File: src/rtl/writeback_refill_ctrl.sv
// Cache miss controller: writes back a dirty victim line, refills it from
// memory, then updates the tag, valid and dirty arrays.
module writeback_refill_ctrl #(
    parameter int TAG_W   = 26,
    parameter int INDEX_W = 2,
    parameter int WSEL_W  = 2,
    parameter int DATA_W  = 32
) (
    input  logic              clk,
    input  logic              reset,
    input  logic              cpu_req,
    input  logic              cpu_we,
    input  logic [TAG_W-1:0]  cpu_tag,
    input  logic [INDEX_W-1:0] cpu_index,
    input  logic              hit,
    input  logic              victim_valid,
    input  logic              victim_dirty,
    input  logic [TAG_W-1:0]  victim_tag,
    input  logic [DATA_W-1:0] line_rdata,
    output logic [WSEL_W-1:0] line_word,
    output logic              mem_req,
    output logic              mem_we,
    output logic [31:0]       mem_addr,
    output logic [DATA_W-1:0] mem_wdata,
    input  logic              mem_ack,
    input  logic [DATA_W-1:0] mem_rdata,
    output logic              fill_we,
    output logic [DATA_W-1:0] fill_wdata,
    output logic              tag_write,
    output logic              valid_write,
    output logic              dirty_write,
    output logic              dirty_din,
    output logic              stall,
    output logic [15:0]       miss_count,
    output logic [15:0]       wb_count
);

    localparam logic [1:0] S_IDLE   = 2'd0;
    localparam logic [1:0] S_WB     = 2'd1;
    localparam logic [1:0] S_FILL   = 2'd2;
    localparam logic [1:0] S_UPDATE = 2'd3;

    localparam int AW = TAG_W + INDEX_W + WSEL_W + 2;
    localparam logic [WSEL_W-1:0] LAST_WORD = '1;
    localparam logic [15:0] SAT = 16'hFFFF;

    logic [1:0]         state_q, state_d;
    logic [WSEL_W-1:0]  cnt_q, cnt_d;
    logic [TAG_W-1:0]   tag_q, tag_d;
    logic [TAG_W-1:0]   vtag_q, vtag_d;
    logic [INDEX_W-1:0] index_q, index_d;
    logic [15:0]        miss_q, miss_d;
    logic [15:0]        wbc_q, wbc_d;
    logic [AW-1:0]      addr;
    logic               miss;

    assign miss       = cpu_req & ~hit;
    assign miss_count = miss_q;
    assign wb_count   = wbc_q;
    assign mem_addr   = 32'(addr);

    always_comb begin
        state_d = state_q;
        cnt_d   = cnt_q;
        tag_d   = tag_q;
        vtag_d  = vtag_q;
        index_d = index_q;
        miss_d  = miss_q;
        wbc_d   = wbc_q;
        unique case (state_q)
            S_IDLE: begin
                if (miss) begin
                    tag_d   = cpu_tag;
                    vtag_d  = victim_tag;
                    index_d = cpu_index;
                    cnt_d   = '0;
                    if (miss_q != SAT) miss_d = miss_q + 16'd1;
                    if (victim_valid & victim_dirty) begin
                        state_d = S_WB;
                        if (wbc_q != SAT) wbc_d = wbc_q + 16'd1;
                    end else begin
                        state_d = S_FILL;
                    end
                end
            end
            S_WB: begin
                if (mem_ack) begin
                    cnt_d = cnt_q + 1'b1;
                    if (cnt_q == LAST_WORD) begin
                        cnt_d   = '0;
                        state_d = S_FILL;
                    end
                end
            end
            S_FILL: begin
                if (mem_ack) begin
                    cnt_d = cnt_q + 1'b1;
                    if (cnt_q == LAST_WORD) state_d = S_UPDATE;
                end
            end
            default: state_d = S_IDLE;
        endcase
    end

    // Outputs are forced low while reset is held so an abandoned sequence
    // drops its memory request immediately.
    always_comb begin
        line_word   = '0;
        mem_req     = 1'b0;
        mem_we      = 1'b0;
        addr        = '0;
        mem_wdata   = '0;
        fill_we     = 1'b0;
        fill_wdata  = '0;
        tag_write   = 1'b0;
        valid_write = 1'b0;
        dirty_write = 1'b0;
        dirty_din   = 1'b0;
        stall       = 1'b0;
        if (!reset) begin
            unique case (state_q)
                S_IDLE: begin
                    stall = miss;
                    if (cpu_req & hit & cpu_we) begin
                        dirty_write = 1'b1;
                        dirty_din   = 1'b1;
                    end
                end
                S_WB: begin
                    stall     = 1'b1;
                    mem_req   = 1'b1;
                    mem_we    = 1'b1;
                    line_word = cnt_q;
                    addr      = {vtag_q, index_q, cnt_q, 2'b00};
                    mem_wdata = line_rdata;
                end
                S_FILL: begin
                    stall      = 1'b1;
                    mem_req    = 1'b1;
                    line_word  = cnt_q;
                    addr       = {tag_q, index_q, cnt_q, 2'b00};
                    fill_we    = mem_ack;
                    fill_wdata = mem_ack ? mem_rdata : '0;
                end
                default: begin
                    stall       = 1'b1;
                    tag_write   = 1'b1;
                    valid_write = 1'b1;
                    dirty_write = 1'b1;
                end
            endcase
        end
    end

    always_ff @(posedge clk or posedge reset) begin
        if (reset) begin
            state_q <= S_IDLE;
            cnt_q   <= '0;
            tag_q   <= '0;
            vtag_q  <= '0;
            index_q <= '0;
            miss_q  <= '0;
            wbc_q   <= '0;
        end else begin
            state_q <= state_d;
            cnt_q   <= cnt_d;
            tag_q   <= tag_d;
            vtag_q  <= vtag_d;
            index_q <= index_d;
            miss_q  <= miss_d;
            wbc_q   <= wbc_d;
        end
    end

endmodule

File: config.mk
export PLATFORM = sky130hd
export DESIGN_NAME = writeback_refill_ctrl
export DESIGN_NICKNAME = d
export VERILOG_FILES = /design/src/rtl/writeback_refill_ctrl.sv
export SDC_FILE = /design/constraint.sdc
export NUM_CORES = 1
export LEC_CHECK = 0
export ABC_AREA = 0
export BUFFER_PORTS_ARGS = -buffer_cell sky130_fd_sc_hd__clkbuf_2
export CAP_MARGIN = 20
export CORE_AREA = 2 2 102 104
export CTS_BUF_LIST = sky130_fd_sc_hd__clkbuf_4 sky130_fd_sc_hd__clkbuf_8
export CTS_CLUSTER_DIAMETER = 80
export DETAILED_ROUTE_END_ITERATION = 8
export DIE_AREA = 0 0 104 106
export PLACE_DENSITY = 0.92
export SYNTH_ARGS = -nofsm -noshare
export SYNTH_HDL_FRONTEND = slang
export SYNTH_SLANG_ARGS = --single-unit
File: constraint.sdc
create_clock -name clk -period 6 [get_ports clk]
set_input_delay 0.3 -clock clk [delete_from_list [all_inputs] [get_ports clk]]
set_output_delay 0.3 -clock clk [all_outputs]
set_load 0.005 [all_outputs]
==> results.tsv, run 1 <==
stage	metric	value	unit
worst_setup_path	crit_slowest_cell	and3b_2	
timing	tns	0	ns
finish	final_core_util	64.4	%
logic_synthesis	ys_ff_latch	90	
logic_synthesis	synthFlopType	dfrtp_1	
clocking	cts_tree	done	
global_route	antenna_found_initial	0	
detailed_routing	ant_nets	0	
clocking	htreeDepth	3	
clocking	hold_buffers	0	
global_route	grt_pass1_wl	21.7	mm
floorplan	die_h	106	um
logic_synthesis	synth_top_area_share	46.7	%
worst_setup_path	slowest_delay	0.92	ns
pwr	peakVddDrop	0.222	mV
timing	maxSlewViolCount	0	
timing	fin_crit	2.99	ns
floorplan	start_util	48.2	%
clocking	clk_pin_slew	0.10	ns
logic_synthesis	ys_seq_area_share	46.7	%
timing	setup_violations	0	
worst_setup_path	crit_type	reg -> reg	
worst_setup_path	worst_ep_required_time	6.27	ns
run_status	status	complete, no violations	
logic_synthesis	syn_avg_cell_area	8.58	um2
pwr	leakage	0.00368	uW
timing	tightestPinTransition	1.08	ns
logic_synthesis	ys_warn_count	0	
worst_setup_path	end_kind	register	
hold_path	hold_path_class	in -> async	
place	dp.cells	930	
clocking	clk_path_buf_depth	2	
logic_synthesis	synth-async-reset-ratio	100	%
pwr	powerDensity	351	mW/mm2
logic_synthesis	synth_edf_count	0	
timing	fin_skew	0.0147	ns
logic_synthesis	syn_area	0.00482	mm2
finish	layout_commonest_cell	clkbuf_2	
place	io_buffers	261	
finish	nFillCells	874	
worst_setup_path	cp_cell_sequence	inv_1, ha_1, and3b_2, o41ai_2, nor4_1, xor2_1	
worst_setup_path	worstSetupStartpointType	register	
clocking	cts_buffers	9	
detailed_routing	routedWlPerCell	14.7	um
global_route	gr-total-overflow	0	
place	place_hpwl	10.5	mm
global_route	grt_max_degree	64	
timing	slew_headroom	27.7	%
global_route	grt_pass1_vias	4353	
clocking	worstSkewPairLatency	0.34	ns
detailed_routing	first_iter_violations	363	
finish	layout-drive-gt1-share	36.6	%
detailed_routing	vias	4849	
detailed_routing	route.detailed.drc	0	
logic_synthesis	synth_cell_type_count	46	
worst_setup_path	critPathArrivalTime	3.25	ns
floorplan	die-area	0.0110	mm2
finish	final_cell_mix	261 x clkbuf_2, 178 x nand2_1, 90 x dfrtp_1, 66 x and2_1, 42 x nor2_1	
timing	post-route-period-util	49.8	%
timing	max_freq	0.335	GHz
finish	diodes	0	
clocking	clock-sinks	90	
timing	rsz0062_at_grt	no	
floorplan	rows	37	
logic_synthesis	synthTopCellsByArea	dfrtp_1 47%, nand2_1 14%, and2_1 8.6%, a22oi_1 4.0%, xor2_1 3.8%	
timing	final-hold-violation-count	0	
floorplan	io_pins	264	
logic_synthesis	syn_inst	562	
detailed_routing	routed_via_density	5.12	
detailed_routing	first_pass_iters	7	
place	place.gp.congestion	0.898	
finish	layout.cells.non_filler	947	
floorplan	die_width	104	um
clocking	postCtsSetupBuffers	0	
logic_synthesis	yosys.area.top_type	dfrtp_1	
detailed_routing	routed_wl	13.9	mm
floorplan	coreArea	0.0100	mm2
clocking	cts_resized	0	
finish	area_growth	33.4	%
finish	final_nets	941	
worst_setup_path	worst-path-max-fanout	56	
global_route	gr-usage-all-layers	24.3	%
job	max-cap-violations	0	
clocking	cts_root_buf	clkbuf_8	
==> worst max-delay path, delay by kind of cell, from the launching register on <==
kind | cells | cell delay (ns)
compound gates | 1 | 0.45
simple gates | 2 | 1.34
buf+inv | 1 | 0.14
flops | 1 | 0.44
fa+ha+maj | 1 | 0.34
xor+xnor | 1 | 0.17
==> state kept, by name, summed over array words and instances, names as in the netlist <==
signal	cells
cnt_q	2
index_q	2
miss_count	16
state_q	2
tag_q	26
vtag_q	26
wb_count	16
==> kinds of logic (layout without fill, tap and decap cells) <==
| group | after synthesis | count (layout) | synth area share, % |
|---|---|---|---|
| buf+inv | 41 | 289 | 3.58 |
| flops | 90 | 90 | 46.7 |
| fa+ha+maj | 9 | 9 | 2.33 |
| mux | 9 | 9 | 2.08 |
| simple gates | 347 | 347 | 34.7 |
| other cells | 1 | 2 | 0.0777 |
| compound gates | 41 | 41 | 6.20 |
| xor+xnor | 24 | 24 | 4.36 |
==> per-stage QoR <==
stage | power (uW) | setup slack (ns) | cell area [um2] | hold slack, ns
2_1_floorplan | 1490 | 2.66 | 4830 | 0.405
3_3_place_gp | 1760 | 3.10 | 6190 | 0.379
3_5_place_dp | 1800 | 3.02 | 6190 | 0.392
4_1_cts | 2250 | 2.98 | 6410 | 0.00771
5_1_grt | 2440 | 2.72 | 6440 | 0.0285
6_report | 2260 | 3.01 | 6440 | 0.00530
==> report_power, final <==
group / total [uW] / internal [uW] / switching (uW)
clock: 457 / 250 / 207
sequential: 946 / 810 / 136
combinational: 859 / 370 / 489
total: 2260 / 1430 / 832
==> layer usage <==
metal / track usage [%] / up-vias / share of wire [%]
met2: 41.2 / 212 / 50
met5: 0 / - / 0
li1: - / 2313 / -
met3: 4.48 / 35 / 6.2
met1: 31.6 / 2289 / 41
met4: 8.40 / 0 / 2.7
==> worst paths after layout <==
check                               from       endpoint  slack, ns  depth (start not counted)
max                           state_q[1]  miss_count[7]       3.01                          6
min                                reset       cnt_q[1]      0.005                          2
max reg2reg                   state_q[1]  miss_count[7]       3.01                          6
min reg2reg                   index_q[1]     index_q[1]       0.47                          2
max in group asynchronous          reset      tag_q[10]       4.83                          3
min in group clk           victim_tag[0]      vtag_q[0]       0.14                          3
==> area by class of cell <==
type,instances,area [um2],share of cell area (%)
multi-input cells,432,2400,37.3
flip-flops and latches,90,2250,35.0
repair buffers,265,1360,21.1
well taps,136,170,2.64
clock buffers,11,145,2.26
clock inverters,5,77.6,1.21
inverters,8,31.3,0.486
==> synthesized netlist by cell type, drive strengths merged, types with 5 or more instances <==
library cell / number
nand2: 178
nor3: 12
inv: 8
o21ai: 5
ha: 9
a22oi: 26
nor2: 42
buf: 13
xor2: 21
nand4: 11
nand3: 11
nor4: 7
dfrtp: 90
and2: 66
mux2: 8
clkbuf: 20
(Power assumes the default switching activity.)
==> run 2: changes to the inputs <==
--- a/config.mk
+++ b/config.mk
@@ -8,12 +8,11 @@
 export ABC_AREA = 0
 export BUFFER_PORTS_ARGS = -buffer_cell sky130_fd_sc_hd__clkbuf_2
 export CAP_MARGIN = 20
-export CORE_AREA = 2 2 102 104
+export CORE_UTILIZATION = 46
 export CTS_BUF_LIST = sky130_fd_sc_hd__clkbuf_4 sky130_fd_sc_hd__clkbuf_8
 export CTS_CLUSTER_DIAMETER = 80
 export DETAILED_ROUTE_END_ITERATION = 8
-export DIE_AREA = 0 0 104 106
-export PLACE_DENSITY = 0.92
+export PLACE_DENSITY = 0.88
 export SYNTH_ARGS = -nofsm -noshare
 export SYNTH_HDL_FRONTEND = slang
 export SYNTH_SLANG_ARGS = --single-unit
==> constraint.sdc (replaced) <==
create_clock -name clk -period 3 [get_ports clk]
set_input_delay 0.15 -clock clk [delete_from_list [all_inputs] [get_ports clk]]
set_output_delay 0.15 -clock clk [all_outputs]
set_load 0.005 [all_outputs]
==> run 2 against run 1 <==
Compared with the run above: first-iteration DRC count grew 53%; critical path type is now reg -> out; global-route usage up 6.7 points; clock power rose by 100%; sequential share of layout area down 2.8 points; critical endpoint is now mem_addr[15].
==> results.tsv, run 2 (synthesis gave the netlist of run 1 again) <==
stage	metric	value	unit	change
timing	fin_crit	2.51	ns	
worst_setup_path	crit_start	state_q[0]		
detailed_routing	routedWlPerCell	16.9	um	+15%
worst_setup_path	worstSetupStartpointType	register		
timing	tns	0	ns	unchanged
timing	post-route-period-util	83.6	%	
global_route	grt_pass1_wl	26.1	mm	+20%
worst_setup_path	crit_type	reg -> out		
floorplan	die_width	104	um	+0.38%
worst_setup_path	worst_ep_required_time	2.85	ns	-3.42 ns
floorplan	io_pins	264		unchanged
worst_setup_path	r2r_start	state_q[0]		
timing	rsz0062_at_grt	no		
clocking	cts_resized	0		unchanged
place	dp.cells	936		+0.65%
detailed_routing	ant_nets	0		unchanged
timing	slew_headroom	45.4	%	+18 points
detailed_routing	vias	5217		+7.6%
timing	fin_skew	0.00771	ns	-0.00696 ns
floorplan	die_h	104	um	-1.5%
clocking	clk_pin_slew	0.09	ns	about the same
timing	final-hold-violation-count	0		unchanged
floorplan	coreArea	0.0102	mm2	+2.3%
finish	final_nets	999		+6.2%
detailed_routing	routed_wl	17.0	mm	+22%
clocking	hold_buffers	53		+53
place	place_hpwl	11.4	mm	+8.5%
finish	layout-drive-gt1-share	34.8	%	-1.9 points
clocking	postCtsSetupBuffers	0		unchanged
worst_setup_path	end_kind	output pin		
finish	largestRegisters	tag_q (26), vtag_q (26)		
global_route	grt_pass1_vias	5086		+17%
clocking	clock-sinks	90		unchanged
finish	layout_commonest_cell	clkbuf_2		
job	max-cap-violations	0		unchanged
finish	final_cell_mix	261 x clkbuf_2, 178 x nand2_1, 90 x dfrtp_1, 66 x and2_1, 53 x dlygate4sd3_1		
timing	maxSlewViolCount	0		unchanged
clocking	cts_root_buf	clkbuf_8		
run_status	status	complete, no violations		
global_route	gr-total-overflow	0		unchanged
clocking	clk_path_buf_depth	2		unchanged
clocking	htreeDepth	3		unchanged
detailed_routing	first_pass_iters	7		unchanged
detailed_routing	routed_via_density	5.19		+1.4%
finish	design_area	0.00699	mm2	+8.6%
global_route	antenna_found_initial	0		unchanged
hold_path	hold_path_class	in -> reg		
hold_path	holdCritStartpoint	cpu_index[0]		
place	place.gp.congestion	0.882		-1.7%
detailed_routing	first_iter_violations	554		+53%
clocking	worstSkewPairLatency	0.36	ns	+0.02 ns
clocking	cts_buffers	9		unchanged
floorplan	die-area	0.0109	mm2	-1.1%
timing	tightestPinTransition	0.819	ns	-0.266 ns
detailed_routing	route.detailed.drc	0		unchanged
floorplan	rows	37		unchanged
timing	whs	0.0183	ns	+0.0130 ns
pwr	powerDensity	669	mW/mm2	+90%
worst_setup_path	worst-path-max-fanout	17		-70%
timing	setup_violations	0		unchanged
finish	area_growth	44.9	%	
pwr	peakVddDrop	0.423	mV	+91%
finish	diodes	0		unchanged
clocking	cts_tree	done		
finish	layout.cells.non_filler	1005		+6.1%
timing	max_freq	0.399	GHz	
place	place_area	0.00623	mm2	+0.77%
global_route	gr-usage-all-layers	31.1	%	+6.7 points
global_route	grt_max_degree	57		-11%
worst_setup_path	critPathArrivalTime	2.36	ns	-0.89 ns
floorplan	start_util	47.1	%	-1.1 points
place	io_buffers	261		unchanged
pwr	leakage	0.00391	uW	+6.1%
## run 2: changes by cell type in the layout (fill, tap and decap cells not counted), sizes merged
cell         before  now
buf               4    9
clkbuf          272  270
clkinv            3    2
clkinvlp          1    3
dlygate4sd3       0   53
inv               7    8
## run 2: routing by layer
metal / vias up / share of wire (%) / track usage (%)
li1: 2433 / - / -
met1: 2402 / 37 / 35.5
met2: 306 / 51 / 54.5
met3: 76 / 6.6 / 5.89
met4: 0 / 4.4 / 17.0
met5: - / 0 / 0
## run 2: final cells by class
cell class,count,area (um2)
inverters,8,33.8
well taps,136,170
repair buffers,323,1900
multi-input cells,432,2400
clock buffers,9,124
clock inverters,7,101
flip-flops and latches,90,2250
fillers,818,3240
## run 2: final timing paths
path / endpoint / slack (ns) / cells past startpoint
hold / removal: index_q[0] / 0.02 / 3
max in group asynchronous: vtag_q[13] / 1.85 / 4
hold reg to reg: tag_q[21] / 0.49 / 2
setup reg to reg: wb_count[14] / 0.72 / 6
min in group asynchronous: wb_count[6] / 0.57 / 4
setup / recovery: mem_addr[15] / 0.49 / 6
## run 2: stage by stage
| step | power (uW) | setup slack, ns | utilization, % |
|---|---|---|---|
| 2_1_floorplan | 2970 | 0.520 | - |
| 3_3_place_gp | 3550 | 0.883 | 60.9 |
| 3_5_place_dp | 3620 | 0.776 | 60.9 |
| 4_1_cts | 4620 | 0.552 | 68.3 |
| 5_1_grt | 4990 | 0.341 | 68.3 |
| 6_report | 4670 | 0.493 | 68.3 |
## run 2: report_power, final
part	leakage [uW]	internal, uW	switching (uW)
clock	0.000106	475	461
combinational	0.00264	771	1040
sequential	0.00116	1620	304
total	0.00391	2870	1810
## run 2: critical path, cell delays in order (launching register included)
cell and delay (ns):
dfrtp_1 0.45, inv_1 0.12, ha_1 0.36, nand2_1 0.38, buf_4 0.35, nor2_1 0.17
clkbuf_2 0.16
==> run 3: changes to the inputs <==
--- a/config.mk
+++ b/config.mk
@@ -8,11 +8,11 @@
 export ABC_AREA = 0
 export BUFFER_PORTS_ARGS = -buffer_cell sky130_fd_sc_hd__clkbuf_2
 export CAP_MARGIN = 20
-export CORE_UTILIZATION = 46
+export CORE_UTILIZATION = 42
 export CTS_BUF_LIST = sky130_fd_sc_hd__clkbuf_4 sky130_fd_sc_hd__clkbuf_8
 export CTS_CLUSTER_DIAMETER = 80
 export DETAILED_ROUTE_END_ITERATION = 8
-export PLACE_DENSITY = 0.88
+export PLACE_DENSITY = 0.85
 export SYNTH_ARGS = -nofsm -noshare
 export SYNTH_HDL_FRONTEND = slang
 export SYNTH_SLANG_ARGS = --single-unit
==> constraint.sdc (replaced) <==
create_clock -name clk -period 2.1 [get_ports clk]
set_input_delay 0.105 -clock clk [delete_from_list [all_inputs] [get_ports clk]]
set_output_delay 0.105 -clock clk [all_outputs]
set_load 0.005 [all_outputs]
==> run 3 against run 2 <==
Compared with the run above: register-to-register slack got worse by 0.58 ns; worst hold slack improved by 0.17 ns; combinational power rose by 65%; cell count rose by 2.4%; via count fell by 0.31%; die area rose by 9.3%; worst setup slack got worse by 0.37 ns; count of clock-buffer cells in the layout rose by 2; first-iteration DRC count fell by 32%; critical endpoint is now mem_addr[9]; non-clock buffer count rose by 19; final area rose by 4.4%.
==> results.tsv, run 3 (synthesis gave the netlist of run 1 again) <==
stage	metric	value	unit	change
hold_path	hold_path_class	in -> reg		
worst_setup_path	worst-path-max-fanout	17		unchanged
global_route	antenna_found_initial	1		+1
worst_setup_path	slowest_delay	0.38	ns	-0.07 ns
finish	design_area	0.00730	mm2	+4.4%
pwr	leakage	0.00400	uW	+2.5%
timing	fin_crit	1.97	ns	
worst_setup_path	crit_start	state_q[1]		
global_route	grt_pass1_vias	4930		-3.1%
detailed_routing	routed_via_density	5.05		-2.6%
clocking	cts_buffers	9		unchanged
worst_setup_path	cp_cell_sequence	inv_1, ha_1, nand2_2, buf_12, nor2_1, clkbuf_2		
clocking	htreeDepth	3		unchanged
detailed_routing	first_pass_iters	5		-2
floorplan	start_util	43.7	%	-3.4 points
timing	tightestPinTransition	0.686	ns	-0.133 ns
timing	max_freq	0.507	GHz	
detailed_routing	route.detailed.drc	0		unchanged
timing	whs	0.186	ns	+0.168 ns
clocking	cts_root_buf	clkbuf_8		
clocking	clk_pin_slew	0.08	ns	about the same
finish	area_growth	51.3	%	
global_route	gr-usage-all-layers	27.0	%	-4.1 points
worst_setup_path	crit_type	reg -> out		
clocking	clk_path_buf_depth	2		unchanged
detailed_routing	ant_nets	0		unchanged
pwr	powerDensity	953	mW/mm2	+43%
place	place_area	0.00647	mm2	+3.9%
finish	final_cell_mix	261 x clkbuf_2, 177 x nand2_1, 90 x dfrtp_1, 66 x and2_1, 55 x dlygate4sd3_1		
detailed_routing	first_iter_violations	375		-32%
detailed_routing	vias	5201		-0.31%
worst_setup_path	reg2reg_to	wb_count[13]		
worst_setup_path	worst_ep_required_time	2.00	ns	-0.85 ns
timing	final-hold-violation-count	0		unchanged
worst_setup_path	r2r_cells	6		unchanged
floorplan	die-area	0.0119	mm2	+9.3%
clocking	cts_tree	done		
timing	setup_violations	0		unchanged
finish	layout_commonest_cell	clkbuf_2		
worst_setup_path	critPathArrivalTime	1.87	ns	-0.49 ns
worst_setup_path	end_kind	output pin		
timing	slew_headroom	54.3	%	+8.9 points
job	max-cap-violations	0		unchanged
floorplan	die_width	109	um	+4.6%
worst_setup_path	r2r_start	state_q[1]		
clocking	worstSkewPairLatency	0.36	ns	about the same
finish	final_core_util	66.2	%	-2.1 points
detailed_routing	routedWlPerCell	15.7	um	-7.1%
global_route	grt_max_degree	55		-3.5%
floorplan	io_pins	264		unchanged
floorplan	die_h	109	um	+4.6%
worst_setup_path	endpoint	mem_addr[9]		
worst_setup_path	crit_slowest_cell	ha_1		
clocking	clock-sinks	90		unchanged
floorplan	rows	38		+2.7%
finish	largestRegisters	tag_q (26), vtag_q (26)		
timing	maxSlewViolCount	0		unchanged
worst_setup_path	reg2reg_setup_slack	0.14	ns	-0.58 ns
place	place_hpwl	11.1	mm	-3.2%
finish	final_nets	1018		+1.9%
timing	fin_skew	0.0165	ns	+0.00877 ns
global_route	grt_pass1_wl	24.2	mm	-7.1%
timing	rsz0062_at_grt	no		
run_status	status	complete, no violations		
pwr	peakVddDrop	0.566	mV	+34%
timing	tns	0	ns	unchanged
detailed_routing	routed_wl	16.1	mm	-4.9%
finish	layout-drive-gt1-share	38.5	%	+3.8 points
place	place.gp.congestion	0.862		-2.4%
timing	post-route-period-util	93.9	%	
worst_setup_path	worstSetupStartpointType	register		
floorplan	coreArea	0.0110	mm2	+7.8%
place	io_buffers	261		unchanged
global_route	gr-total-overflow	0		unchanged
## run 3: cell count changes in the layout (fill, tap and decap cells not counted), moves of 2 or more
cell           before  now
nor2_1             42   25
buf_4               9   25
nor2_4              0   15
clkbuf_8            9   11
dlygate4sd3_1      53   55
nor2_2              0    2
## run 3: timing repair
item	in CTS	in global routing
endpoints found under the setup margin	0	92
hold buffers	55	0
resized for setup	0	7
setup buffers	0	3
endpoints found under the hold margin	65	0
## run 3: per-layer routing
| metal | track usage (%) | vias up | share of wire, % |
|---|---|---|---|
| met1 | 31.5 | 2423 | 38 |
| met4 | 13.5 | 0 | 3.7 |
| met2 | 46.9 | 251 | 51 |
| met5 | 0 | - | 0 |
| li1 | - | 2475 | - |
| met3 | 5.20 | 52 | 6.6 |
## run 3: where the power goes
part	switching (uW)	internal (uW)	total (uW)
registers	395	2320	2710
logic	1690	1290	2980
clock network	651	620	1270
## run 3: through the flow
step,total power (uW),worst slack (ns),std cells
2_1_floorplan,4490,-0.266,563
3_3_place_gp,5460,0.128,954
3_5_place_dp,5550,0.0614,954
4_1_cts,6900,0.00820,1025
5_1_grt,7450,0.00628,1029
6_report,6960,0.128,1029
## run 3: worst min path at each step
stage	start	to	slack [ns]	cells after the start
final	mem_ack	cnt_q[1]	0.19	4
after global routing	mem_ack	cnt_q[1]	0.23	4
after CTS	mem_ack	cnt_q[1]	0.17	4
after detailed placement	reset	cnt_q[0]	0.15	2
after global placement	reset	cnt_q[0]	0.15	2
after floorplan	cpu_index[0]	index_q[0]	0.21	2
## run 3: final cells by class
type	count	area [um2]
diodes	1	2.50
clock buffers	11	151
clock inverters	5	62.6
fillers	867	3730
inverters	8	33.8
multi-input cells	432	2560
flip-flops and latches	90	2250
well taps	140	175
repair buffers	342	2060
## run 3: worst max-delay path: cells and delay by family (launching register included)
kind	cells	cell delay (ns)
simple gates	2	0.33
flops	1	0.35
fa+ha+maj	1	0.38
buf+inv	3	0.45
